[src/rtl/data_mem_copy_engine.sv]
// Block-copy engine that borrows the data-memory port through a req/gnt
// handshake and moves word_count_i 32-bit words from src to dst.
// Each word takes one granted read cycle and then one granted write cycle.
// All memory-side outputs are zero unless the engine holds the grant, so
// they can be OR-muxed with the processor's own port signals.
`timescale 1ns/1ps
module data_mem_copy_engine #(
    parameter int DATA_WIDTH  = 32,
    parameter int COUNT_WIDTH = 16
) (
    input  logic                   clk,
    input  logic                   reset,
    input  logic                   start_i,
    input  logic [DATA_WIDTH-1:0]  src_addr_i,
    input  logic [DATA_WIDTH-1:0]  dst_addr_i,
    input  logic [COUNT_WIDTH-1:0] word_count_i,
    output logic                   busy_o,
    output logic                   done_o,
    output logic                   mem_req_o,
    input  logic                   mem_gnt_i,
    output logic [DATA_WIDTH-1:0]  mem_address_o,
    output logic [DATA_WIDTH-1:0]  mem_write_data_o,
    output logic                   mem_write_o,
    output logic                   mem_read_o,
    input  logic [DATA_WIDTH-1:0]  mem_read_data_i,
    output logic [1:0]             fsm_state
);

    // Port handshake: mem_req_o is held high for as long as the engine has
    // an access pending (READ or WRITE). An access takes effect only in a
    // cycle where mem_gnt_i is also high. Without the grant, the engine
    // drives zeros and keeps its state, so it retries in the next cycle.
    // This means no access is ever lost or repeated.

    localparam logic [1:0] IDLE  = 2'd0;
    localparam logic [1:0] READ  = 2'd1;
    localparam logic [1:0] WRITE = 2'd2;
    localparam logic [1:0] DONE  = 2'd3;

    logic [1:0]             state;
    logic [DATA_WIDTH-1:0]  src;
    logic [DATA_WIDTH-1:0]  dst;
    logic [COUNT_WIDTH-1:0] count;
    logic [DATA_WIDTH-1:0]  buffer;

    assign fsm_state = state;

    // Sequencer: latch the job in IDLE, then alternate granted reads and
    // granted writes until the count runs out.
    always_ff @(posedge clk or negedge reset) begin
        if (!reset) begin
            state  <= IDLE;
            src    <= '0;
            dst    <= '0;
            count  <= '0;
            buffer <= '0;
        end else begin
            case (state)
                IDLE: begin
                    if (start_i) begin
                        src   <= {src_addr_i[DATA_WIDTH-1:2], 2'b00};
                        dst   <= {dst_addr_i[DATA_WIDTH-1:2], 2'b00};
                        count <= word_count_i;
                        state <= (word_count_i == '0) ? DONE : READ;
                    end
                end
                READ: begin
                    if (mem_gnt_i) begin
                        buffer <= mem_read_data_i;
                        state  <= WRITE;
                    end
                end
                WRITE: begin
                    if (mem_gnt_i) begin
                        // Addresses wrap naturally modulo 2^DATA_WIDTH.
                        src <= src + DATA_WIDTH'(4);
                        dst <= dst + DATA_WIDTH'(4);
                        if (count != '0) begin
                            count <= count - COUNT_WIDTH'(1);
                        end
                        state <= (count == COUNT_WIDTH'(1)) ? DONE : READ;
                    end
                end
                default: begin
                    state <= IDLE;
                end
            endcase
        end
    end

    // Status outputs are decoded straight from the state.
    always_comb begin
        busy_o    = (state != IDLE);
        done_o    = (state == DONE);
        mem_req_o = (state == READ) || (state == WRITE);
    end

    // Memory-side outputs: nonzero only in a granted READ or WRITE cycle.
    always_comb begin
        mem_address_o    = '0;
        mem_write_data_o = '0;
        mem_write_o      = 1'b0;
        mem_read_o       = 1'b0;
        if (mem_gnt_i) begin
            if (state == READ) begin
                mem_read_o    = 1'b1;
                mem_address_o = src;
            end else if (state == WRITE) begin
                mem_write_o      = 1'b1;
                mem_address_o    = dst;
                mem_write_data_o = buffer;
            end
        end
    end

endmodule
[config.mk]
export PLATFORM = sky130hd
export DESIGN_NAME = data_mem_copy_engine
export DESIGN_NICKNAME = d
export VERILOG_FILES = /design/src/rtl/data_mem_copy_engine.sv
export SDC_FILE = /design/constraint.sdc
export NUM_CORES = 1
export LEC_CHECK = 0
export BUFFER_PORTS_ARGS = -buffer_cell sky130_fd_sc_hd__buf_4
export CAP_MARGIN = 25
export CORE_MARGIN = 1.5
export CORE_UTILIZATION = 30
export CTS_CLUSTER_DIAMETER = 100
export DETAILED_ROUTE_END_ITERATION = 6
export GPL_TIMING_DRIVEN = 0
export SYNTH_ARGS = -nofsm -noshare
export SYNTH_HDL_FRONTEND = slang
export SYNTH_SLANG_ARGS = --single-unit
[constraint.sdc]
create_clock -name clk -period 2.6 [get_ports clk]
set_clock_uncertainty 0.2 [all_clocks]
set_input_delay 0 -clock clk [delete_from_list [all_inputs] [get_ports clk]]
set_output_delay 0 -clock clk [all_outputs]
set_load 0.05 [all_outputs]
==> results of run 1 <==
==> path summary, 6_finish.rpt <==
path,start,endpoint,slack (ns),cells after the start
max,fsm_state[0]$_DFFE_PN0P_,src[29]$_DFFE_PN0P_,0.11,10
min,word_count_i[14],fsm_state[1]$_DFFE_PN0P_,0.02,5
max reg2reg,fsm_state[0]$_DFFE_PN0P_,src[29]$_DFFE_PN0P_,0.11,10
min reg2reg,buffer[19]$_DFFE_PN0P_,buffer[19]$_DFFE_PN0P_,0.30,1
max in group asynchronous,reset,fsm_state[1]$_DFFE_PN0P_,1.18,4
min in group asynchronous,reset,buffer[6]$_DFFE_PN0P_,0.50,4
==> where the power goes <==
group / switching [mW] / internal [mW]
clock: 0.697 / 0.683
combinational: 3.96 / 2.51
sequential: 0.958 / 2.59
total: 5.62 / 5.78
==> layout by cell type, fill, tap and decap left out, drive strengths merged, types with 12 or more instances in the layout <==
cell / n
a21oi: 54
a22o: 32
a22oi: 17
and2: 40
and3: 16
buf: 210
clkbuf: 50
dfrtp: 110
dlygate4sd3: 111
inv: 14
mux2: 32
mux2i: 22
nand2: 46
nand3: 34
nand4: 23
nor2: 55
nor3: 27
nor4: 13
o21ai: 45
o22ai: 25
or3: 12
==> worst max-delay path: cells and delay by family, from the launching register on <==
kind,cells,cell delay (ns)
compound gates,3,0.42
buf+inv,4,0.64
fa+ha+maj,1,0.16
flops,1,0.44
simple gates,2,0.52
==> per-layer routing <==
| metal | vias up | GRT usage [%] | part of all wire [%] |
|---|---|---|---|
| met5 | - | 0 | 0 |
| met4 | 0 | 8.09 | 3.1 |
| met3 | 60 | 4.79 | 7.7 |
| met2 | 345 | 37.7 | 47 |
| met1 | 3608 | 29.0 | 42 |
| li1 | 3502 | - | - |
==> registers in the layout, indices dropped and copies added, names as in the netlist <==
register,count
fsm_state,2
count,16
buffer,32
dst,30
src,30
==> area by class of cell <==
type                       instances  area share [%]
buffer                            60            3.15
clock buffer                      10            2.33
clock inverter                     6           0.452
inverter                          13           0.476
multi-input combinational        580            38.0
sequential                       110            26.9
tap                              285            3.48
timing repair buffer             301            25.2
==> kinds of logic after synthesis <==
group | after synthesis | synth area share [%]
AND/OR/NAND/NOR | 288 | 23.0
AO/OA/AOI/OAI | 227 | 22.2
flip-flops | 110 | 40.2
buffers and inverters | 75 | 4.49
multiplexers | 54 | 8.47
adder cells (fa/ha/maj) | 9 | 1.64
other | 1 | 0.0547
==> repair_timing <==
item                       CTS  global route
setup endpoints to repair  167            99
pin swaps                    2             1
hold buffers               112             0
hold endpoints to repair   219             0
resized for setup           38            36
buffers inserted             3             4
==> impl_metrics.env, run 1 <==
export IMPL_critPathRequiredTime_ns=2.67
export IMPL_drt_wirelength_per_cell_um=19.7
export IMPL_cp_slowest_cell="dfrtp_2"
export IMPL_area_growth_synth_to_final_pct=49.6
export IMPL_status="finished, violations left"
export IMPL_fin_crit_sh_pct=95.9
export IMPL_start_kind="flip-flop"
export IMPL_min_path_type="input pin to flip-flop"
export IMPL_maxCapViolCount=0
export IMPL_ctsLongestPathBuffers=2
export IMPL_multiInputGateArea_um2=3900
export IMPL_slew_viol_final=0
export IMPL_path_cells="inv_2 > ha_1 > buf_4 > nor2_1 > or3_4 > buf_4 > buf_4 > a21oi_2 > o22ai_1 > a211oi_1"
export IMPL_die_area_um2=23800
export IMPL_ant_nets=0
export IMPL_arrival_ns=2.57
export IMPL_hold_viol=0
export IMPL_p_leak_nw=4.42
export IMPL_yosysMostFrequentCell="dfrtp_1"
export IMPL_worst_slack_ns=0.106
export IMPL_violations="DRC"
export IMPL_postLayoutCellArea_um2=10200
export IMPL_dr_pass1_iters=7
export IMPL_core_region_area_um2=22500
export IMPL_wl_um=26900
export IMPL_num_vias=7515
export IMPL_fmax_mhz=401
export IMPL_grt_max_degree=85
export IMPL_critPathMostFrequentCell="buf_4"
export IMPL_num_rows=55
export IMPL_final_cells=1365
export IMPL_powerDensity_nw_per_um2=1110
export IMPL_clkTransAtPathRegs_ns=0.08
export IMPL_cpPeakStageDelay_ns=0.44
export IMPL_synth_top_area_cell="dfrtp_1"
export IMPL_yosysUniqueCellTypes=59
export IMPL_die_height_um=154
export IMPL_path_class="flip-flop to flip-flop"
export IMPL_antenna_found_initial=0
export IMPL_async_flop_share_pct=100
export IMPL_fin_util_pct=45.5
export IMPL_netlist_area_um2=6850
export IMPL_dp_cells=1232
export IMPL_grt_total_usage_pct=22.7
export IMPL_cts_buffers=9
export IMPL_clkSinkCount=110
export IMPL_synth_top_cell_area_share_pct=40.2
export IMPL_synthCells=764
export IMPL_cts_tree="yes"
export IMPL_fillers=2227
export IMPL_grt_overflow=0
export IMPL_cp_max_fo=10
export IMPL_portBuffers=180
export IMPL_nNetsFinal=1200
export IMPL_ys_ff_latch=110
export IMPL_ys_top_cells_by_count="110 x dfrtp_1, 55 x nor2_1, 53 x a21oi_1"
export IMPL_tns_ns=0
export IMPL_timing_hold_ws_ns=0.0214
export IMPL_hpwlAfterDp_um=18800
export IMPL_synthTopCellsByArea="dfrtp_1 40%, mux2_2 5.3%, a22o_1 4.1%"
export IMPL_synth_main_ff_cell="dfrtp_1"
export IMPL_grt_pass1_wl_um=41600
export IMPL_drive_gt1_share_pct=28.4
export IMPL_slew_headroom_pct=48.1
export IMPL_htree_levels=3
export IMPL_vias_per_cell=5.51
export IMPL_root_buffer="clkbuf_16"
export IMPL_first_iter_violations=786
export IMPL_post_route_drc_count=1
export IMPL_p_total_mw=11.4
export IMPL_diodes=0
export IMPL_synth_yosys_seq_area_share_pct=40.2
export IMPL_yosys_warnings=0
export IMPL_synth_edf_count=0
export IMPL_avgSynthCellArea_um2=8.97
export IMPL_grt_pass1_vias=7389
export IMPL_place_ws_ns=-0.782
export IMPL_start_util_pct=30.4
export IMPL_min_period_ns=2.49
export IMPL_setup_violations_final=0
export IMPL_die_w_um=154
export IMPL_io_pins=187
export IMPL_post_dp_cell_area_um2=8600
export IMPL_critPathCaptureType="flip-flop"
export IMPL_vdd_drop_max_mv=0.482
export IMPL_seq_area_um2=2760
export IMPL_place_congestion=0.910
export IMPL_worst_slew_pin_slew_ns=0.779
export IMPL_clkLatencyLatePin_ns=0.36
Note: power is estimated with default switching activity, not from simulation.
==> inputs of run 2 (changes only) <==
--- a/config.mk
+++ b/config.mk
@@ -11,6 +11,8 @@
 export CORE_UTILIZATION = 30
 export CTS_CLUSTER_DIAMETER = 100
+export CTS_CLUSTER_SIZE = 25
 export DETAILED_ROUTE_END_ITERATION = 6
 export GPL_TIMING_DRIVEN = 0
+export PLACE_DENSITY = 0.57
 export SYNTH_ARGS = -nofsm -noshare
 export SYNTH_HDL_FRONTEND = slang
==> constraint.sdc (replaced) <==
create_clock -name clk -period 2.6 [get_ports clk]
set_clock_uncertainty 0.2 [all_clocks]
set_input_delay 0 -clock clk [delete_from_list [all_inputs] [get_ports clk]]
set_output_delay 0 -clock clk [all_outputs]
set_load 0.01 [all_outputs]
==> run 2 against run 1 <==
  * The run now ends clean
  * Critical path depth decreased by 1
  * Die area unchanged
  * Non-clock buffer count increased by 1
  * Worst setup slack got worse by 0.0096 ns
  * Sequential share of layout area about the same
  * Wire length decreased by 1.8%
  * Via count decreased by 1.2%
  * Maximum frequency decreased by 0.38%
  * First-iteration DRC count decreased by 13%
  * Sequential power about the same
  * Cell count unchanged
  * Largest power group unchanged
==> impl_metrics.env, run 2 (same netlist as run 1, synthesis figures left out) <==
export IMPL_status="finished clean"
export IMPL_cts_tree="yes"
export IMPL_dp_cells=1231
export IMPL_path_class="flip-flop to flip-flop"
export IMPL_num_rows=55
export IMPL_grt_setup_unrepaired="yes"
export IMPL_vias_per_cell=5.44
export IMPL_ant_nets=0
export IMPL_setup_violations_final=0
export IMPL_intPower_mw=5.80
export IMPL_largest_register="buffer"
export IMPL_die_height_um=154
export IMPL_p_leak_nw=4.40
export IMPL_layout_commonest_cell="buf_4"
export IMPL_hold_viol=0
export IMPL_critPathCaptureType="flip-flop"
export IMPL_drt_wirelength_per_cell_um=19.3
export IMPL_arrival_ns=2.59
export IMPL_maxCapViolCount=0
export IMPL_final_cell_mix="192 x buf_4, 112 x dlygate4sd3_1, 109 x dfrtp_1"
export IMPL_grt_pass1_wl_um=40200
export IMPL_place_ws_ns=-0.789
export IMPL_pwr_share_seq_pct=33.3
export IMPL_final_cells=1365
export IMPL_grt_max_degree=82
export IMPL_io_pins=187
export IMPL_die_area_um2=23800
export IMPL_place_congestion=0.884
export IMPL_clkTransAtPathRegs_ns=0.08
export IMPL_combPwrFrac_pct=53.4
export IMPL_clkSinkCount=110
export IMPL_grt_pass1_vias=7112
export IMPL_root_buffer="clkbuf_16"
export IMPL_cts_buffers=9
export IMPL_grt_overflow=0
export IMPL_sw_frac_of_total_pct=45.3
export IMPL_post_route_drc_count=0
export IMPL_largest_reg_flops=32
export IMPL_min_path_type="input pin to flip-flop"
export IMPL_diodes=0
export IMPL_vdd_drop_max_mv=0.501
export IMPL_slew_viol_final=0
export IMPL_worst_slew_pin_slew_ns=0.720
export IMPL_grt_total_usage_pct=22.0
export IMPL_timing_hold_ws_ns=0.0916
export IMPL_wl_um=26400
export IMPL_cp_max_fo=10
export IMPL_multiInputGateArea_um2=3880
export IMPL_clockPowerShare_pct=13.3
export IMPL_start_util_pct=30.4
export IMPL_min_period_ns=2.50
export IMPL_hpwlAfterDp_um=18900
export IMPL_htree_levels=3
export IMPL_num_vias=7425
export IMPL_fillers=2202
export IMPL_fin_crit_sh_pct=96.3
export IMPL_nNetsFinal=1201
export IMPL_power_switching_mw=4.81
export IMPL_fmax_mhz=399
export IMPL_drive_gt1_share_pct=28.1
export IMPL_die_w_um=154
export IMPL_reg_largest_list="buffer (32), dst (30), src (30)"
export IMPL_core_region_area_um2=22500
export IMPL_seq_area_um2=2750
export IMPL_area_growth_synth_to_final_pct=49.4
export IMPL_dr_pass1_iters=7
export IMPL_worst_slack_ns=0.0959
export IMPL_first_iter_violations=685
export IMPL_portBuffers=180
export IMPL_cp_slowest_cell="dfrtp_1"
export IMPL_path_cells="inv_2 > ha_1 > buf_4 > nor2b_1 > or3_4 > buf_4 > buf_4 > a211o_1 > a21oi_1"
export IMPL_cpPeakStageDelay_ns=0.41
export IMPL_powerDensity_nw_per_um2=1040
export IMPL_critPathRequiredTime_ns=2.68
export IMPL_critPathMostFrequentCell="buf_4"
export IMPL_clkLatencyLatePin_ns=0.36
export IMPL_ctsLongestPathBuffers=2
export IMPL_slew_headroom_pct=51.6
export IMPL_antenna_found_initial=0
export IMPL_start_kind="flip-flop"
-- run 2: worst paths after layout --
| check | startpoint | cells after the start | slack, ns | end |
|---|---|---|---|---|
| max | fsm_state[0]$_DFFE_PN0P_ | 9 | 0.1 | src[23]$_DFFE_PN0P_ |
| min | dst_addr_i[24] | 4 | 0.09 | dst[24]$_DFFE_PN0P_ |
| max reg2reg | fsm_state[0]$_DFFE_PN0P_ | 9 | 0.1 | src[23]$_DFFE_PN0P_ |
| min reg2reg | buffer[13]$_DFFE_PN0P_ | 1 | 0.30 | buffer[13]$_DFFE_PN0P_ |
| max in group asynchronous | reset | 4 | 1.26 | fsm_state[1]$_DFFE_PN0P_ |
| min in group asynchronous | reset | 4 | 0.48 | buffer[4]$_DFFE_PN0P_ |
-- run 2: what timing repair did --
action / 4_1_cts / 5_1_grt
hold buffers: 113 / 0
buffers inserted: 1 / 6
resized for setup: 28 / 43
gates cloned: 0 / 0
pin swaps: 0 / 4
endpoints found under the setup margin: 168 / 123
hold endpoints to repair: 219 / 0
-- run 2: through the flow --
step / total power [mW] / TNS, ns / cell area (um^2) / util [%]
after CTS: 10.4 / -0.00620 / 10100 / 44.8
after detailed placement: 8.76 / -40.89 / 8590 / 38.2
after global routing: 11.4 / -0.00833 / 10200 / 45.5
after floorplan: 6.72 / 0 / 6860 / -
after global placement: 8.65 / -40.87 / 8560 / 38.1
final: 10.6 / 0 / 10200 / 45.5
-- run 2: power groups by stage --
stage	combinational, mW	clock [mW]	sequential (mW)
final	5.67	1.41	3.53
after global routing	6.23	1.52	3.67
after CTS	5.48	1.44	3.50
after detailed placement	5.22	0	3.54
after global placement	5.15	0	3.50
after floorplan	3.48	0	3.24
-- run 2: final cells by class --
type	count	area share (%)
clock buffer	9	2.20
buffer	60	3.01
timing repair buffer	302	25.3
inverter	13	0.477
multi-input combinational	580	38.0
clock inverter	6	0.624
tap	285	3.48
sequential	110	26.9
-- run 2: worst max-delay path: cells and delay by family, from the launching register on --
family                   cells  cell delay (ns)
AND/OR/NAND/NOR              2             0.54
buffers and inverters        4             0.64
AO/OA/AOI/OAI                2             0.42
flip-flops                   1             0.41
adder cells (fa/ha/maj)      1             0.20
-- run 2: metal layers --
layer | wire length (um) | vias to the layer above | GRT usage (%)
met5 | 0 | - | 0
met2 | 12400 | 353 | 36.7
li1 | - | 3502 | -
met3 | 1970 | 35 | 3.89
met1 | 11500 | 3535 | 29.1
met4 | 564 | 0 | 6.61
==> inputs of run 3 (changes only) <==
- CORE_UTILIZATION: 30 -> 48
- PLACE_DENSITY: 0.57 -> 0.77
==> run 3 against run 2 <==
  * Sequential share of layout area up 0.40 points
  * Critical path depth up 1
  * Cell count down 7.8%
  * Non-clock buffer count down 2
  * Final area down 1.5%
  * Die area down 37%
  * Highest routed layer unchanged
==> impl_metrics.env, run 3 (same netlist as run 1, synthesis figures left out) <==
export IMPL_fmax_mhz=395
export IMPL_critPathMostFrequentCell="buf_4"
export IMPL_status="finished clean"
export IMPL_ctsLongestPathBuffers=2
export IMPL_vias_per_cell=6.07
export IMPL_die_w_um=122
export IMPL_start_kind="flip-flop"
export IMPL_cp_slowest_cell="dfrtp_1"
export IMPL_p_total_mw=10.6
export IMPL_critPathRequiredTime_ns=2.67
export IMPL_seq_area_um2=2750
export IMPL_cp_max_fo=10
export IMPL_die_area_um2=15000
export IMPL_io_pins=187
export IMPL_portBuffers=180
export IMPL_maxCapViolCount=0
export IMPL_cts_tree="yes"
export IMPL_final_cell_mix="192 x buf_4, 113 x dlygate4sd3_1, 109 x dfrtp_1"
export IMPL_wl_um=25100
export IMPL_arrival_ns=2.60
export IMPL_cts_buffers=9
export IMPL_drt_wirelength_per_cell_um=19.9
export IMPL_worst_slew_pin_slew_ns=0.746
export IMPL_post_dp_cell_area_um2=8460
export IMPL_vdd_drop_max_mv=0.655
export IMPL_root_buffer="clkbuf_16"
export IMPL_hold_viol=0
export IMPL_die_height_um=122
export IMPL_largest_reg_flops=32
export IMPL_grt_setup_unrepaired="yes"
export IMPL_post_route_drc_count=0
export IMPL_num_rows=43
export IMPL_core_region_area_um2=13900
export IMPL_clkLatencyLatePin_ns=0.36
export IMPL_slew_headroom_pct=49.8
export IMPL_grt_total_usage_pct=33.5
export IMPL_ant_nets=0
export IMPL_first_iter_violations=757
export IMPL_hpwlAfterDp_um=16800
export IMPL_min_path_type="input pin to flip-flop"
export IMPL_crit_family="buffers and inverters"
export IMPL_drive_gt1_share_pct=27.3
export IMPL_min_period_ns=2.53
export IMPL_dr_pass1_iters=6
export IMPL_clkSinkCount=110
export IMPL_fillers=1017
export IMPL_nNetsFinal=1199
export IMPL_largest_register="buffer"
export IMPL_clkTransAtPathRegs_ns=0.08
export IMPL_layout_commonest_cell="buf_4"
export IMPL_path_class="flip-flop to flip-flop"
export IMPL_powerDensity_nw_per_um2=1050
export IMPL_grt_max_degree=78
export IMPL_start_util_pct=49.4
export IMPL_area_growth_synth_to_final_pct=47.2
export IMPL_critPathCaptureType="flip-flop"
export IMPL_reg_largest_list="buffer (32), dst (30), src (30)"
export IMPL_fin_crit_sh_pct=97.3
export IMPL_p_leak_nw=4.39
export IMPL_num_vias=7634
export IMPL_grt_pass1_vias=7262
export IMPL_grt_pass1_wl_um=38500
export IMPL_multiInputGateArea_um2=3870
export IMPL_grt_overflow=0
export IMPL_tns_ns=0
export IMPL_slew_viol_final=0
export IMPL_cpPeakStageDelay_ns=0.40
export IMPL_htree_levels=3
export IMPL_place_congestion=0.966
export IMPL_postLayoutCellArea_um2=10100
export IMPL_path_cells="inv_2 > ha_1 > buf_4 > nor2b_1 > or3_4 > clkbuf_4 > buf_4 > a21oi_1 > o22ai_1 > a211oi_2"
export IMPL_setup_violations_final=0
export IMPL_antenna_found_initial=1
export IMPL_critPathBufInv=4
run 3: metal layers:
| metal | up-vias | GRT usage [%] | share of wire, % |
|---|---|---|---|
| met1 | 3604 | 44.3 | 40 |
| met3 | 55 | 5.95 | 10 |
| li1 | 3500 | - | - |
| met4 | 0 | 13.4 | 3.0 |
| met5 | - | 0 | 0 |
| met2 | 475 | 54.5 | 47 |
run 3: where the power goes:
group          internal [mW]  total (mW)  switching [mW]
combinational           2.45        5.63            3.18
sequential              2.59        3.56           0.967
clock                  0.791        1.41           0.619
total                   5.84        10.6            4.77
run 3: worst register-to-register path: cells and delay by family (launching register included):
family                     cells  cell delay (ns)
DFF                            1             0.40
buffers and inverters          4             0.65
AOI/OAI and AO/OA              3             0.44
and+or+nand+nor                2             0.55
adders and majority gates      1             0.20
run 3: final cells by class:
class / count / area share, %
Multi-Input combinational cell: 580 / 38.4
Tap cell: 180 / 2.23
Clock buffer: 13 / 2.58
Inverter: 13 / 0.484
Timing Repair Buffer: 300 / 25.6
Sequential cell: 110 / 27.3
Antenna cell: 1 / 0.0248
Buffer: 60 / 3.04
Clock inverter: 1 / 0.298
run 3: timing repair:
item / 4_1_cts / 5_1_grt
hold endpoints to repair: 220 / 0
pin swaps: 0 / 2
resized for setup: 29 / 36
setup buffers: 1 / 4
setup endpoints to repair: 151 / 111
hold buffers: 114 / 0
run 3: worst paths after layout:
check                      slack (ns)                startpoint                      to  depth (start not counted)
max in group asynchronous        1.26                     reset     src[27]$_DFFE_PN0P_                          4
max reg2reg                      0.07  fsm_state[0]$_DFFE_PN0P_     src[29]$_DFFE_PN0P_                         10
max                              0.07  fsm_state[0]$_DFFE_PN0P_     src[29]$_DFFE_PN0P_                         10
min reg2reg                      0.30    buffer[14]$_DFFE_PN0P_  buffer[14]$_DFFE_PN0P_                          1
min                              0.20             src_addr_i[7]      src[7]$_DFFE_PN0P_                          4
min in group asynchronous        0.52                     reset   buffer[5]$_DFFE_PN0P_                          4
run 3: stage by stage:
step | hold slack [ns] | worst slack, ns | cells | utilization, %
6_report | 0.200 | 0.0693 | 1258 | 72.7
4_1_cts | 0.207 | 0.0239 | 1253 | 71.8
5_1_grt | 0.231 | -0.0226 | 1258 | 72.7
3_5_place_dp | -0.291 | -0.627 | 1126 | 61.0
3_3_place_gp | 0.0287 | -0.650 | 1125 | 60.7
2_1_floorplan | -0.496 | 0.129 | 765 | -
